<file path="src/rtl/legv8_mem_access_unit_pkg.sv">
// Shared definitions for the LEGv8 data-memory access unit: FSM state
// encoding, default widths and the wait-counter load helper.
package legv8_mem_access_unit_pkg;

    localparam int ADDR_W_DEF      = 8;
    localparam int DATA_W_DEF      = 32;
    localparam int MEM_LATENCY_DEF = 1;

    // Wait counter width; supports MEM_LATENCY values up to 256.
    localparam int CNT_W = 8;

    typedef enum logic [2:0] {
        ST_IDLE  = 3'd0,
        ST_RD_LO = 3'd1,
        ST_RD_HI = 3'd2,
        ST_WR_LO = 3'd3,
        ST_WR_HI = 3'd4,
        ST_RESP  = 3'd5
    } state_t;

    // A read beat lasts MEM_LATENCY cycles; the counter reaches zero on the
    // last of them, so it is loaded with latency-1.
    function automatic logic [CNT_W-1:0] wait_load_val(input int latency);
        return CNT_W'(latency - 1);
    endfunction

endpackage

</file>
<file path="src/rtl/legv8_mem_access_unit_wait_ctr.sv">
// Loadable down-counter that times a read beat; o_done is high while the
// count is zero, i.e. during the last cycle of the beat.
module legv8_mem_wait_ctr
    import legv8_mem_access_unit_pkg::*;
(
    input  logic             clk,
    input  logic             rst_n,
    input  logic             i_load,
    input  logic [CNT_W-1:0] i_load_val,
    input  logic             i_en,
    output logic             o_done
);

    logic [CNT_W-1:0] r_count;

    // Count register: load has priority, otherwise decrement toward zero.
    always_ff @(posedge clk) begin
        if (!rst_n) begin
            r_count <= {CNT_W{1'b0}};
        end else if (i_load) begin
            r_count <= i_load_val;
        end else if (i_en && (r_count != {CNT_W{1'b0}})) begin
            r_count <= r_count - CNT_W'(1);
        end else begin
            r_count <= r_count;
        end
    end

    assign o_done = (r_count == {CNT_W{1'b0}});

endmodule

</file>
<file path="src/rtl/legv8_mem_access_unit.sv">
// Initiator side of the Data_Memory port. Turns MEM-stage load/store
// requests into one or two memory beats (32-bit or 64-bit access) and
// returns load data / store completion through a held response register.
module legv8_mem_access_unit
    import legv8_mem_access_unit_pkg::*;
#(
    parameter int ADDR_W      = ADDR_W_DEF,
    parameter int DATA_W      = DATA_W_DEF,
    parameter int MEM_LATENCY = MEM_LATENCY_DEF
) (
    input  logic                  clk,
    input  logic                  rst_n,
    input  logic                  req_valid,
    output logic                  req_ready,
    input  logic                  req_write,
    input  logic                  req_double,
    input  logic [ADDR_W-1:0]     req_addr,
    input  logic [2*DATA_W-1:0]   req_wdata,
    output logic                  rsp_valid,
    input  logic                  rsp_ready,
    output logic [2*DATA_W-1:0]   rsp_rdata,
    output logic                  read_data_flag,
    output logic                  write_data_flag,
    output logic [ADDR_W-1:0]     address_of_data,
    output logic [DATA_W-1:0]     data_to_write,
    input  logic [DATA_W-1:0]     data_read_out
);

    state_t                r_state;
    logic                  r_req_ready;
    logic                  r_rsp_valid;
    logic [2*DATA_W-1:0]   r_rsp_rdata;
    logic                  r_read_flag;
    logic                  r_write_flag;
    logic [ADDR_W-1:0]     r_address;
    logic [DATA_W-1:0]     r_data_to_write;
    logic                  r_double;
    logic [DATA_W-1:0]     r_wdata_hi;
    logic [DATA_W-1:0]     r_rdata_lo;

    logic                  w_accept;
    logic                  w_ctr_load;
    logic                  w_ctr_en;
    logic                  w_ctr_done;
    logic [CNT_W-1:0]      w_ctr_load_val;

    // req_ready is only ever high in IDLE, so it alone qualifies the accept.
    assign w_accept       = req_valid & r_req_ready;
    assign w_ctr_load_val = wait_load_val(MEM_LATENCY);

    assign req_ready       = r_req_ready;
    assign rsp_valid       = r_rsp_valid;
    assign rsp_rdata       = r_rsp_rdata;
    assign read_data_flag  = r_read_flag;
    assign write_data_flag = r_write_flag;
    assign address_of_data = r_address;
    assign data_to_write   = r_data_to_write;

    // Wait-counter control: arm at the start of each read beat, count down while the beat runs.
    always_comb begin
        w_ctr_load = 1'b0;
        w_ctr_en   = 1'b0;
        case (r_state)
            ST_IDLE: begin
                if (w_accept && !req_write) begin
                    w_ctr_load = 1'b1;
                end else begin
                    w_ctr_load = 1'b0;
                end
            end
            ST_RD_LO: begin
                if (w_ctr_done) begin
                    w_ctr_load = r_double;
                end else begin
                    w_ctr_en = 1'b1;
                end
            end
            ST_RD_HI: begin
                if (w_ctr_done) begin
                    w_ctr_en = 1'b0;
                end else begin
                    w_ctr_en = 1'b1;
                end
            end
            default: begin
                w_ctr_load = 1'b0;
                w_ctr_en   = 1'b0;
            end
        endcase
    end

    legv8_mem_wait_ctr u_wait_ctr (
        .clk        (clk),
        .rst_n      (rst_n),
        .i_load     (w_ctr_load),
        .i_load_val (w_ctr_load_val),
        .i_en       (w_ctr_en),
        .o_done     (w_ctr_done)
    );

    // Main FSM with request capture, memory-side drive and response registers.
    always_ff @(posedge clk) begin
        if (!rst_n) begin
            r_state         <= ST_IDLE;
            r_req_ready     <= 1'b1;
            r_rsp_valid     <= 1'b0;
            r_rsp_rdata     <= {(2*DATA_W){1'b0}};
            r_read_flag     <= 1'b0;
            r_write_flag    <= 1'b0;
            r_address       <= {ADDR_W{1'b0}};
            r_data_to_write <= {DATA_W{1'b0}};
            r_double        <= 1'b0;
            r_wdata_hi      <= {DATA_W{1'b0}};
            r_rdata_lo      <= {DATA_W{1'b0}};
        end else begin
            case (r_state)
                ST_IDLE: begin
                    if (w_accept) begin
                        r_req_ready <= 1'b0;
                        r_double    <= req_double;
                        r_wdata_hi  <= req_wdata[2*DATA_W-1:DATA_W];
                        r_address   <= req_addr;
                        if (req_write) begin
                            r_write_flag    <= 1'b1;
                            r_data_to_write <= req_wdata[DATA_W-1:0];
                            r_state         <= ST_WR_LO;
                        end else begin
                            r_read_flag <= 1'b1;
                            r_state     <= ST_RD_LO;
                        end
                    end
                end
                ST_RD_LO: begin
                    if (w_ctr_done) begin
                        if (r_double) begin
                            // Keep read_data_flag high and step to the high word (wraps at the top).
                            r_rdata_lo <= data_read_out;
                            r_address  <= r_address + ADDR_W'(1);
                            r_state    <= ST_RD_HI;
                        end else begin
                            r_read_flag <= 1'b0;
                            r_rsp_rdata <= {{DATA_W{1'b0}}, data_read_out};
                            r_rsp_valid <= 1'b1;
                            r_state     <= ST_RESP;
                        end
                    end
                end
                ST_RD_HI: begin
                    if (w_ctr_done) begin
                        r_read_flag <= 1'b0;
                        r_rsp_rdata <= {data_read_out, r_rdata_lo};
                        r_rsp_valid <= 1'b1;
                        r_state     <= ST_RESP;
                    end
                end
                ST_WR_LO: begin
                    if (r_double) begin
                        r_address       <= r_address + ADDR_W'(1);
                        r_data_to_write <= r_wdata_hi;
                        r_state         <= ST_WR_HI;
                    end else begin
                        r_write_flag <= 1'b0;
                        r_rsp_rdata  <= {(2*DATA_W){1'b0}};
                        r_rsp_valid  <= 1'b1;
                        r_state      <= ST_RESP;
                    end
                end
                ST_WR_HI: begin
                    r_write_flag <= 1'b0;
                    r_rsp_rdata  <= {(2*DATA_W){1'b0}};
                    r_rsp_valid  <= 1'b1;
                    r_state      <= ST_RESP;
                end
                ST_RESP: begin
                    // A request seen in the handshake cycle waits for IDLE.
                    if (rsp_ready) begin
                        r_rsp_valid <= 1'b0;
                        r_req_ready <= 1'b1;
                        r_state     <= ST_IDLE;
                    end
                end
                default: begin
                    r_state      <= ST_IDLE;
                    r_req_ready  <= 1'b1;
                    r_rsp_valid  <= 1'b0;
                    r_read_flag  <= 1'b0;
                    r_write_flag <= 1'b0;
                end
            endcase
        end
    end

endmodule

</file>
<file path="config.mk">
export PLATFORM = sky130hd
export DESIGN_NAME = legv8_mem_access_unit
export DESIGN_NICKNAME = d
export VERILOG_FILES = /design/src/rtl/legv8_mem_access_unit_pkg.sv /design/src/rtl/legv8_mem_access_unit_wait_ctr.sv /design/src/rtl/legv8_mem_access_unit.sv
export SDC_FILE = /design/constraint.sdc
export NUM_CORES = 1
export LEC_CHECK = 0
export BUFFER_PORTS_ARGS = -buffer_cell sky130_fd_sc_hd__buf_2
export CAP_MARGIN = 30
export CORE_ASPECT_RATIO = 1.1
export CORE_MARGIN = 2
export CORE_UTILIZATION = 53
export DETAILED_ROUTE_END_ITERATION = 10
export HOLD_SLACK_MARGIN = 0.02
export PLACE_DENSITY = 0.81
export SETUP_SLACK_MARGIN = 0.05
export SKIP_CTS_REPAIR_TIMING = 1
export SLEW_MARGIN = 20
export SYNTH_ARGS = -nofsm -noshare
export SYNTH_HDL_FRONTEND = slang
export SYNTH_SLANG_ARGS = --single-unit
</file>
<file path="constraint.sdc">
create_clock -name clk -period 2.7 [get_ports clk]
set_clock_uncertainty 0.2 [all_clocks]
set_input_delay 0.27 -clock clk [delete_from_list [all_inputs] [get_ports clk]]
set_output_delay 0.27 -clock clk [all_outputs]
set_load 0.05 [all_outputs]
</file>
## After elaboration in Yosys (flattened, before gate mapping)

Cells that the tools add are included.

| operators by class | value |
|---|---|
| bitwise gates (word level) | 6 |
| eq/ne operators | 14 |
| add/subtract/negate cells | 2 |
| muxes and demuxes | 43 |
| reductions and logical operators | 24 |

Operators by type and width:

| kind | count |
|---|---|
| $mux W64 | 4 |
| $pmux W64 S4 | 1 |
| $mux W32 | 3 |
| $pmux W32 S2 | 1 |
| $mux W8 | 3 |
| $pmux W8 S3 | 1 |
| $mux W1 | 18 |
| $pmux W3 S6 | 1 |
| $reduce_and A4 Y1 | 4 |
| $mux W3 | 5 |
| $ne A2 B2 Y1 const B | 7 |
| $reduce_and A3 Y1 | 3 |
| $add A8 B1 Y8 const B | 1 |
| $logic_not A8 Y1 | 1 |
| $reduce_bool A8 Y1 | 1 |
| $sub A8 B1 Y8 const B | 1 |
| $eq A3 B2 Y1 const B | 2 |
| $eq A3 B3 Y1 const B | 2 |
| $pmux W1 S3 | 2 |
| $pmux W1 S6 | 1 |
| $reduce_and A6 Y1 | 1 |
| $reduce_or A3 Y1 | 2 |
| $not A1 Y1 | 5 |
| $reduce_and A5 Y1 | 1 |
| 15 further kinds | 18 |

| word-level totals | value |
|---|---|
| register bits | 184 |
| bits of input ports | 110 |
| output and inout bits | 108 |
| word-level logic and storage cells | 101 |

## Logic depth before layout (Yosys ltp)

Gate-level depths: netlist (run 1).

| depth | value |
|---|---|
| word-level depth | 5 |
| gate-level depth with buffers | 8 |
| gate-level depth less buffers | 6 |

## Modules after synthesis

Synthesis (run 1) repeated with hierarchy kept, for this count alone.

| unflattened totals | value |
|---|---|
| cell total of the unflattened synthesis | 917 |
| area total of the unflattened synthesis | 7776.2 sq um |

By module, submodules not included:

| module | area an instance (sq um) | seq. area each (sq um) | cells an instance | instances |
|---|---|---|---|---|
| legv8_mem_access_unit | 7264.5 | 3523.4 | 858 | 1 |
| legv8_mem_wait_ctr | 511.7 | 160.2 | 59 | 1 |

## Worst setup path before layout (run 1)

OpenSTA, ideal clock, no wires.

| path | value |
|---|---|
| path kind | register -> register |
| start point | register r_req_ready (netlist: req_ready) |
| end point | register r_address[4] (netlist: address_of_data[4]) |
| setup slack | 0.653 ns |
| buffers on the path | 1 |
| library setup time | 0.119 ns |
| arrival | 1.729 ns |
| required time | 2.381 ns |
| period minus slack after synthesis | 2.047 ns |
| stages on the path, launching flop included | 6 |
| cells stage by stage | dfxtp_1 > nand4bb_1 > a21o_1 > or2_1 > clkbuf_1 > o221a_2 |

| on the way | value |
|---|---|
| longest elaborated chain between the ends | 3 |

RTL lines:

| item | line | RTL |
|---|---|---|
| start, declared | legv8_mem_access_unit.sv:30 | `logic r_req_ready;` |
| start signal, assigned | legv8_mem_access_unit.sv:105 | `r_req_ready <= 1'b1;` |
| start signal, assigned | legv8_mem_access_unit.sv:119 | `r_req_ready <= 1'b0;` |
| start signal, assigned | legv8_mem_access_unit.sv:178 | `r_req_ready <= 1'b1;` |
| $and A1 B1 Y1 | legv8_mem_access_unit.sv:48 | `assign w_accept = req_valid & r_req_ready;` |
| $ne A2 B2 Y1 (no source line) | -- |  |
| $reduce_and A3 Y1 (no source line) | -- |  |
| end signal, assigned | legv8_mem_access_unit.sv:110 | `r_address <= {ADDR_W{1'b0}};` |
| end signal, assigned | legv8_mem_access_unit.sv:122 | `r_address <= req_addr;` |
| end signal, assigned | legv8_mem_access_unit.sv:138 | `r_address <= r_address + ADDR_W'(1);` |
| end, declared | legv8_mem_access_unit.sv:35 | `logic [ADDR_W-1:0] r_address;` |

Every way passes these cells.
A chain may end at the register's enable or synchronous reset.

## Worst setup path in the final report (run 1)

| path | value |
|---|---|
| start point | register r_state[2] |
| end point | register r_data_to_write[9] (netlist: data_to_write[9]) |

| on the way | value |
|---|---|
| longest elaborated chain between the ends | 3 |
| elaborated cells between the ends (all ways) | 8 |
| classes of those cells | eq/ne (4); mux (1); reduce/logical (3) |

RTL lines:

| item | line | RTL |
|---|---|---|
| start, declared | legv8_mem_access_unit.sv:29 | `state_t r_state;` |
| start signal, assigned | legv8_mem_access_unit.sv:104 | `r_state <= ST_IDLE;` |
| start signal, assigned | legv8_mem_access_unit.sv:126 | `r_state <= ST_WR_LO;` |
| start signal, assigned | legv8_mem_access_unit.sv:129 | `r_state <= ST_RD_LO;` |
| $eq A3 B2 Y1 or $logic_not A3 Y1 (tied branches) | legv8_mem_access_unit.sv:116 | `case (r_state)` |
| $ne A2 B2 Y1 (no source line) or $reduce_bool A2 Y1 (tied branches) | -- |  |
| $reduce_and A4 Y1 (no source line) | -- |  |
| end signal, assigned | legv8_mem_access_unit.sv:111 | `r_data_to_write <= {DATA_W{1'b0}};` |
| end signal, assigned | legv8_mem_access_unit.sv:125 | `r_data_to_write <= req_wdata[DATA_W-1:0];` |
| end signal, assigned | legv8_mem_access_unit.sv:159 | `r_data_to_write <= r_wdata_hi;` |
| end, declared | legv8_mem_access_unit.sv:36 | `logic [DATA_W-1:0] r_data_to_write;` |

Parallel ways exist; a longest one is shown, timed or not.

==> flow_metrics.py, run 1 <==
metrics = {
    "run_status": {
        "status": "completed",
    },
    "grt": {
        "grt_overflow": 0,
        "grt_max_degree": 67,
        "grt_pass1_vias": 7104,
        "grt_pass1_wl_um": 34800,
        "globalRouteTotalUtil_pct": 26.5,
        "antenna_found_initial": 0,
    },
    "worst_setup_path": {
        "cp_max_fo": 32,
        "crit_buf_inv": 1,
        "r2r-start": "r_state[2]",
        "r2r_end": "data_to_write[9]",
        "endpoint_kind": "register",
        "crit_slowest_cell": "dfxtp_2",
        "path_cells": "and2b_1 > nand2_1 > buf_4 > mux2_2 > o311a_1",
        "rrSetupSlack_ns": 0.36,
        "reg2regPathDepth": 5,
        "crit_type": "reg -> reg",
        "crit_arrival_ns": 2.44,
        "crit_path_max_incr_delay_ns": 0.50,
        "cp-start-kind": "register",
        "crit_required_ns": 2.80,
        "path_delay_family": "flip-flops",
    },
    "cells_and_area": {
        "finish.utilization_pct": 71.3,
        "layout_commonest_cell": "buf_2",
        "drive_gt1_share_pct": 27.9,
        "diodes": 0,
        "finalInstanceArea_mm2": 0.0106,
        "syn_to_final_growth_pct": 32.7,
        "nNetsFinal": 1262,
        "num-fill-cells": 1058,
        "final_cell_mix": "217 x buf_2, 183 x dfxtp_1, 144 x nand2_1",
    },
    "yosys": {
        "async_flop_share_pct": 0,
        "syn-num-nets": 1016,
        "synth_area_mm2": 0.00799,
        "netlist_instances": 903,
        "synth_edf_count": 0,
        "yosysWarnings": 0,
        "yosysUniqueCellTypes": 61,
        "yosysSeqAreaShare_pct": 46.1,
        "syn_area_per_cell_um2": 8.85,
        "yosys_most_used_dff": "dfxtp_1",
        "ys_ff_latch": 184,
    },
    "worst_hold_path": {
        "holdPathStages": 3,
        "min_from": "req_wdata[22]",
        "min_to": "data_to_write[22]",
        "hold_path.class": "in -> reg",
    },
    "floorplan": {
        "core_area_mm2": 0.0149,
        "die_h_um": 133,
        "die_w_um": 121,
        "ios": 218,
        "start_util_pct": 53.7,
        "rows": 47,
        "die_area_mm2": 0.0161,
    },
    "drt": {
        "ant_nets": 0,
        "vias": 8052,
        "drt_iter0_drc": 785,
        "highest_layer": "met4",
        "firstDrtPassIters": 6,
        "post-route-drc-count": 0,
        "wl_per_cell_um": 17.8,
        "wl_met3_um": 1900,
        "m1WireLength_um": 9730,
        "finalWirelength_um": 24100,
        "via_per_inst": 5.93,
        "met2_length_um": 11800,
    },
    "power_and_ir_drop": {
        "peakVddDrop_mv": 0.515,
        "p_leak_uw": 0.00434,
        "power_uw": 9220,
        "pwr_density_cell_mw_per_mm2": 869,
    },
    "clocking": {
        "clk_pin_slew_ns": 0.07,
        "clk_latency_ns": 0.43,
        "cts_tree": "done",
        "cts_sinks": 184,
        "clockBufferDepth": 2,
        "numCtsBuffers": 17,
        "root_buffer": "clkbuf_16",
        "h-tree-depth": 4,
    },
    "timing": {
        "hold_viol": 0,
        "rsz0062_at_grt": "no",
        "whs_ns": 0.00539,
        "relSlewSlack_pct": 52.5,
        "fin_crit_sh_pct": 86.6,
        "period_minus_slack_ns": 2.34,
        "drv_slew": 0,
        "fmax_mhz": 428,
        "worst_slew_pin_slew_ns": 0.710,
        "setup_viol": 0,
        "tns_ns": 0,
    },
    "placement": {
        "gp_congestion": 0.790,
        "place_area_mm2": 0.00916,
        "post-dp-hpwl_um": 13200,
        "port_buffers": 217,
    },
    "job": {
        "drv_cap": 0,
    },
}
## cell usage after synthesis, types with 4 or more instances
library cell	instances	area, um2
o211ai_1	34	255
o31ai_1	6	45.0
inv_1	6	22.5
a211oi_1	35	263
a21oi_1	111	556
nand2_1	144	541
nand3_1	35	175
nor2_1	14	52.6
o221a_2	4	45.0
clkbuf_1	59	221
o21bai_1	32	240
nor3_1	37	185
buf_2	27	135
a22oi_1	33	248
a21o_1	4	30.0
mux2_2	32	360
o311a_1	32	320
dfxtp_1	184	3680
o21ai_0	6	30.0
## power by group
group	total (uW)	internal (uW)	switching, uW
clock network	2580	1410	1170
logic	3320	959	2360
registers	3330	3080	246
total	9220	5450	3770
## area by class of cell
class / count / area (um2) / share of cell area [%]
inverter: 6 / 25.0 / 0.236
clock inverter: 15 / 185 / 1.75
timing repair buffer: 320 / 2130 / 20.1
multi-input combinational: 620 / 3910 / 36.9
tap: 196 / 245 / 2.31
sequential: 184 / 3680 / 34.7
clock buffer: 17 / 425 / 4.01
## stage by stage
stage,instances,setup slack [ns]
2_1_floorplan,903,0.653
3_3_place_gp,1242,0.448
3_5_place_dp,1242,0.439
4_1_cts,1274,0.421
5_1_grt,1358,0.186
6_report,1358,0.361
## metal layers
layer	track usage, %	vias up
li1	-	3821
met2	42.4	384
met3	7.80	58
met1	33.8	3789
met4	9.43	0
met5	0	-
## worst max-delay path by stage
| stage | cells after the start | slack (ns) | end | start |
|---|---|---|---|---|
| final | 5 | 0.36 | data_to_write[9] | r_state[2] |
| after global routing | 5 | 0.19 | r_rdata_lo[24] | r_state[0] |
| after CTS | 5 | 0.42 | data_to_write[25] | r_state[2] |
| after detailed placement | 5 | 0.44 | data_to_write[25] | r_state[2] |
| after global placement | 4 | 0.45 | address_of_data[7] | r_state[0] |
| after floorplan | 5 | 0.65 | address_of_data[4] | req_ready |
## tightest hold or removal path, delay by kind of cell
kind / cells / cell delay (ns)
AOI/OAI and AO/OA: 1 / 0.13
muxes: 1 / 0.13
buffers and inverters: 1 / 0.08
## sequential cells by signal (all words and copies together) (netlist names)
name                flops
rsp_rdata              64
data_to_write          32
r_rdata_lo             32
r_wdata_hi             32
address_of_data         8
u_wait_ctr.r_count      8
r_state                 3
r_double                1
read_data_flag          1
req_ready               1
rsp_valid               1
write_data_flag         1
## cells by family (layout without fill, tap and decap cells)
kind of cell               Yosys count  after routing  share of synthesized area [%]
and+or+nand+nor                    262            262                           15.2
muxes                               33             33                           4.63
AOI/OAI and AO/OA                  320            320                           28.0
adders and majority gates            3              3                          0.470
buffers and inverters               99            358                           5.32
DFF                                184            184                           46.1
xor gates and xnor gates             2              2                          0.219
No activity file was read; power rests on OpenSTA's default activity.
==> run 2, diff against run 1 <==
--- a/config.mk
+++ b/config.mk
@@ -7,15 +7,16 @@
 export LEC_CHECK = 0
 export BUFFER_PORTS_ARGS = -buffer_cell sky130_fd_sc_hd__buf_2
 export CAP_MARGIN = 30
-export CORE_ASPECT_RATIO = 1.1
+export CORE_ASPECT_RATIO = 0.6
 export CORE_MARGIN = 2
-export CORE_UTILIZATION = 53
+export CORE_UTILIZATION = 52
 export DETAILED_ROUTE_END_ITERATION = 10
 export HOLD_SLACK_MARGIN = 0.02
-export PLACE_DENSITY = 0.81
+export PLACE_DENSITY = 0.8
 export SETUP_SLACK_MARGIN = 0.05
 export SKIP_CTS_REPAIR_TIMING = 1
 export SLEW_MARGIN = 20
 export SYNTH_ARGS = -nofsm -noshare
 export SYNTH_HDL_FRONTEND = slang
+export SYNTH_HIERARCHICAL = 1
 export SYNTH_SLANG_ARGS = --single-unit
==> run 2 against run 1 <==
The flow now finishes with violations (negative hold slack); final cell count grew 2.2%; sequential share of layout area grew 0.40 points; worst setup slack worse by 0.32 ns; hold slack worse by 0.018 ns; critical path type unchanged; largest cell class unchanged; highest routed layer unchanged.
==> flow_metrics.py, run 2 <==
metrics = {
    "drt": {
        "vias": 7902,
        "via_per_inst": 5.69,
        "ant_nets": 0,
        "post-route-drc-count": 0,
        "wl_per_cell_um": 16.7,
        "drt_iter0_drc": 635,
        "firstDrtPassIters": 5,
        "finalWirelength_um": 23100,
    },
    "clocking": {
        "cts_tree": "done",
        "h-tree-depth": 4,
        "root_buffer": "clkbuf_16",
        "clockBufferDepth": 2,
        "clk_latency_ns": 0.42,
        "clk_pin_slew_ns": 0.07,
        "numCtsBuffers": 17,
        "cts_sinks": 184,
    },
    "yosys": {
        "synth_commonest_cells": "184 x dfxtp_1, 176 x nand2_1, 117 x a21oi_1",
        "yosysUniqueCellTypes": 64,
        "syn_area_per_cell_um2": 8.48,
        "synth_edf_count": 0,
        "synth.top_cell.area_share_pct": 47.4,
        "async_flop_share_pct": 0,
        "yosys-top-cells-area": "dfxtp_1 47%, nand2_1 8.5%, a21oi_1 7.5%",
        "synth_area_leader_cell": "dfxtp_1",
        "synth.most_common_cell": "dfxtp_1",
        "netlist_instances": 917,
        "ys_ff_latch": 184,
        "yosysSeqAreaShare_pct": 47.4,
        "yosysWarnings": 6,
        "yosys_most_used_dff": "dfxtp_1",
        "synth_area_mm2": 0.00778,
    },
    "cells_and_area": {
        "final_cell_mix": "217 x buf_2, 181 x dfxtp_1, 175 x nand2_1",
        "layout_commonest_cell": "buf_2",
        "syn_to_final_growth_pct": 35.0,
        "nNetsFinal": 1290,
        "diodes": 0,
        "drive_gt1_share_pct": 26.0,
        "largest_reg_flops": 64,
        "num-fill-cells": 1113,
        "regArea_mm2": 0.00369,
        "multiInputGateArea_mm2": 0.00379,
    },
    "floorplan": {
        "core_area_mm2": 0.0145,
        "die_h_um": 98.7,
        "start_util_pct": 53.4,
        "ios": 218,
        "die_area_mm2": 0.0160,
        "die_w_um": 162,
        "rows": 34,
    },
    "grt": {
        "antenna_found_initial": 0,
        "grt_pass1_vias": 6956,
        "grt_max_degree": 69,
        "globalRouteTotalUtil_pct": 26.2,
        "grt_pass1_wl_um": 34400,
        "grt_overflow": 0,
    },
    "placement": {
        "place_ws_ns": 0.00219,
        "gp_congestion": 0.848,
        "port_buffers": 217,
        "post-dp-hpwl_um": 13900,
    },
    "timing": {
        "whs_ns": -0.0126,
        "setup_ws_ns": 0.0450,
        "hold_viol": 1,
        "fin_crit_sh_pct": 98.3,
        "drv_slew": 0,
        "rsz0062_at_grt": "yes",
        "tns_ns": 0,
        "fmax_mhz": 377,
        "period_minus_slack_ns": 2.65,
        "relSlewSlack_pct": 63.9,
        "setup_viol": 0,
        "worst_slew_pin_slew_ns": 0.541,
    },
    "run_status": {
        "failed_checks": "negative hold slack",
        "status": "complete, but fails checks",
    },
    "worst_setup_path": {
        "rrSetupSlack_ns": 0.05,
        "crit_required_ns": 2.80,
        "cp-start-kind": "register",
        "crit_type": "reg -> reg",
        "endpoint_kind": "register",
        "cp_max_fo": 32,
        "crit_arrival_ns": 2.76,
    },
    "job": {
        "drv_cap": 0,
    },
    "power_and_ir_drop": {
        "pwr_density_cell_mw_per_mm2": 1050,
        "peakVddDrop_mv": 0.850,
        "p_leak_uw": 0.00456,
    },
    "worst_hold_path": {
        "hold_path.class": "in -> reg",
    },
}
==> run 2: changes by cell type after synthesis, sizes merged, moves of 33 or more <==
cell	before	now
a211oi	36	2
o21ai	6	48
nor4	1	34
o211ai	35	2
==> run 2: kinds of logic after synthesis <==
family | after synthesis | share of synthesized area [%]
other | 1 | 0.0482
muxes | 33 | 4.25
and+or+nand+nor | 334 | 20.0
adders and majority gates | 4 | 0.611
xor gates and xnor gates | 4 | 0.450
AOI/OAI and AO/OA | 263 | 21.8
buffers and inverters | 94 | 5.42
DFF | 184 | 47.4
==> run 2: path summary, 6_finish.rpt <==
kind,start,endpoint,cells past startpoint
min reg2reg,rsp_valid,rsp_valid,2
max reg2reg,u_wait_ctr/r_count[5],rsp_rdata[30],8
min,req_addr[7],address_of_data[7],4
max,u_wait_ctr/r_count[5],rsp_rdata[30],8
==> run 2: routing by layer <==
| layer | vias up | global-route usage, % | wire (um) |
|---|---|---|---|
| met2 | 333 | 40.2 | 10600 |
| met1 | 3736 | 38.0 | 10500 |
| met4 | 0 | 6.19 | 311 |
| met5 | - | 0 | 0 |
| met3 | 31 | 5.51 | 1700 |
| li1 | 3802 | - | - |
==> run 2: through the flow <==
stage                     hold WS, ns  utilization [%]  instance area [um2]  cells  power (uW)
after floorplan                 0.206                -                 7830    924        6860
after global placement          0.232             62.4                 9080   1283        8020
after detailed placement        0.237             62.4                 9080   1283        8070
after CTS                      -0.133             66.5                 9680   1315       10600
after global routing           0.0377             72.1                10500   1388       11600
final                         -0.0126             72.1                10500   1388       11000
==> run 2: cell type report <==
cell class | instances | area share (%)
Inverter | 9 | 0.346
Timing Repair Buffer | 319 | 20.4
Tap cell | 198 | 2.36
Sequential cell | 184 | 35.1
Multi-Input combinational cell | 646 | 36.1
Clock inverter | 13 | 1.47
Clock buffer | 19 | 4.22
==> run 2: report_power, final <==
part / switching, uW / leakage [uW] / internal (uW)
Clock: 1160 / 0.000291 / 1350
Combinational: 3280 / 0.00277 / 1670
Sequential: 364 / 0.00150 / 3170
==> run 2: critical path, stage by stage, from the launching register on <==
cell and delay (ns):
dfxtp_2 0.33, or4_4 0.57, nor4_4 0.18, buf_6 0.17, nor2_1 0.07, o311a_2 0.46
buf_12 0.20, a221oi_1 0.24, nor2_1 0.10
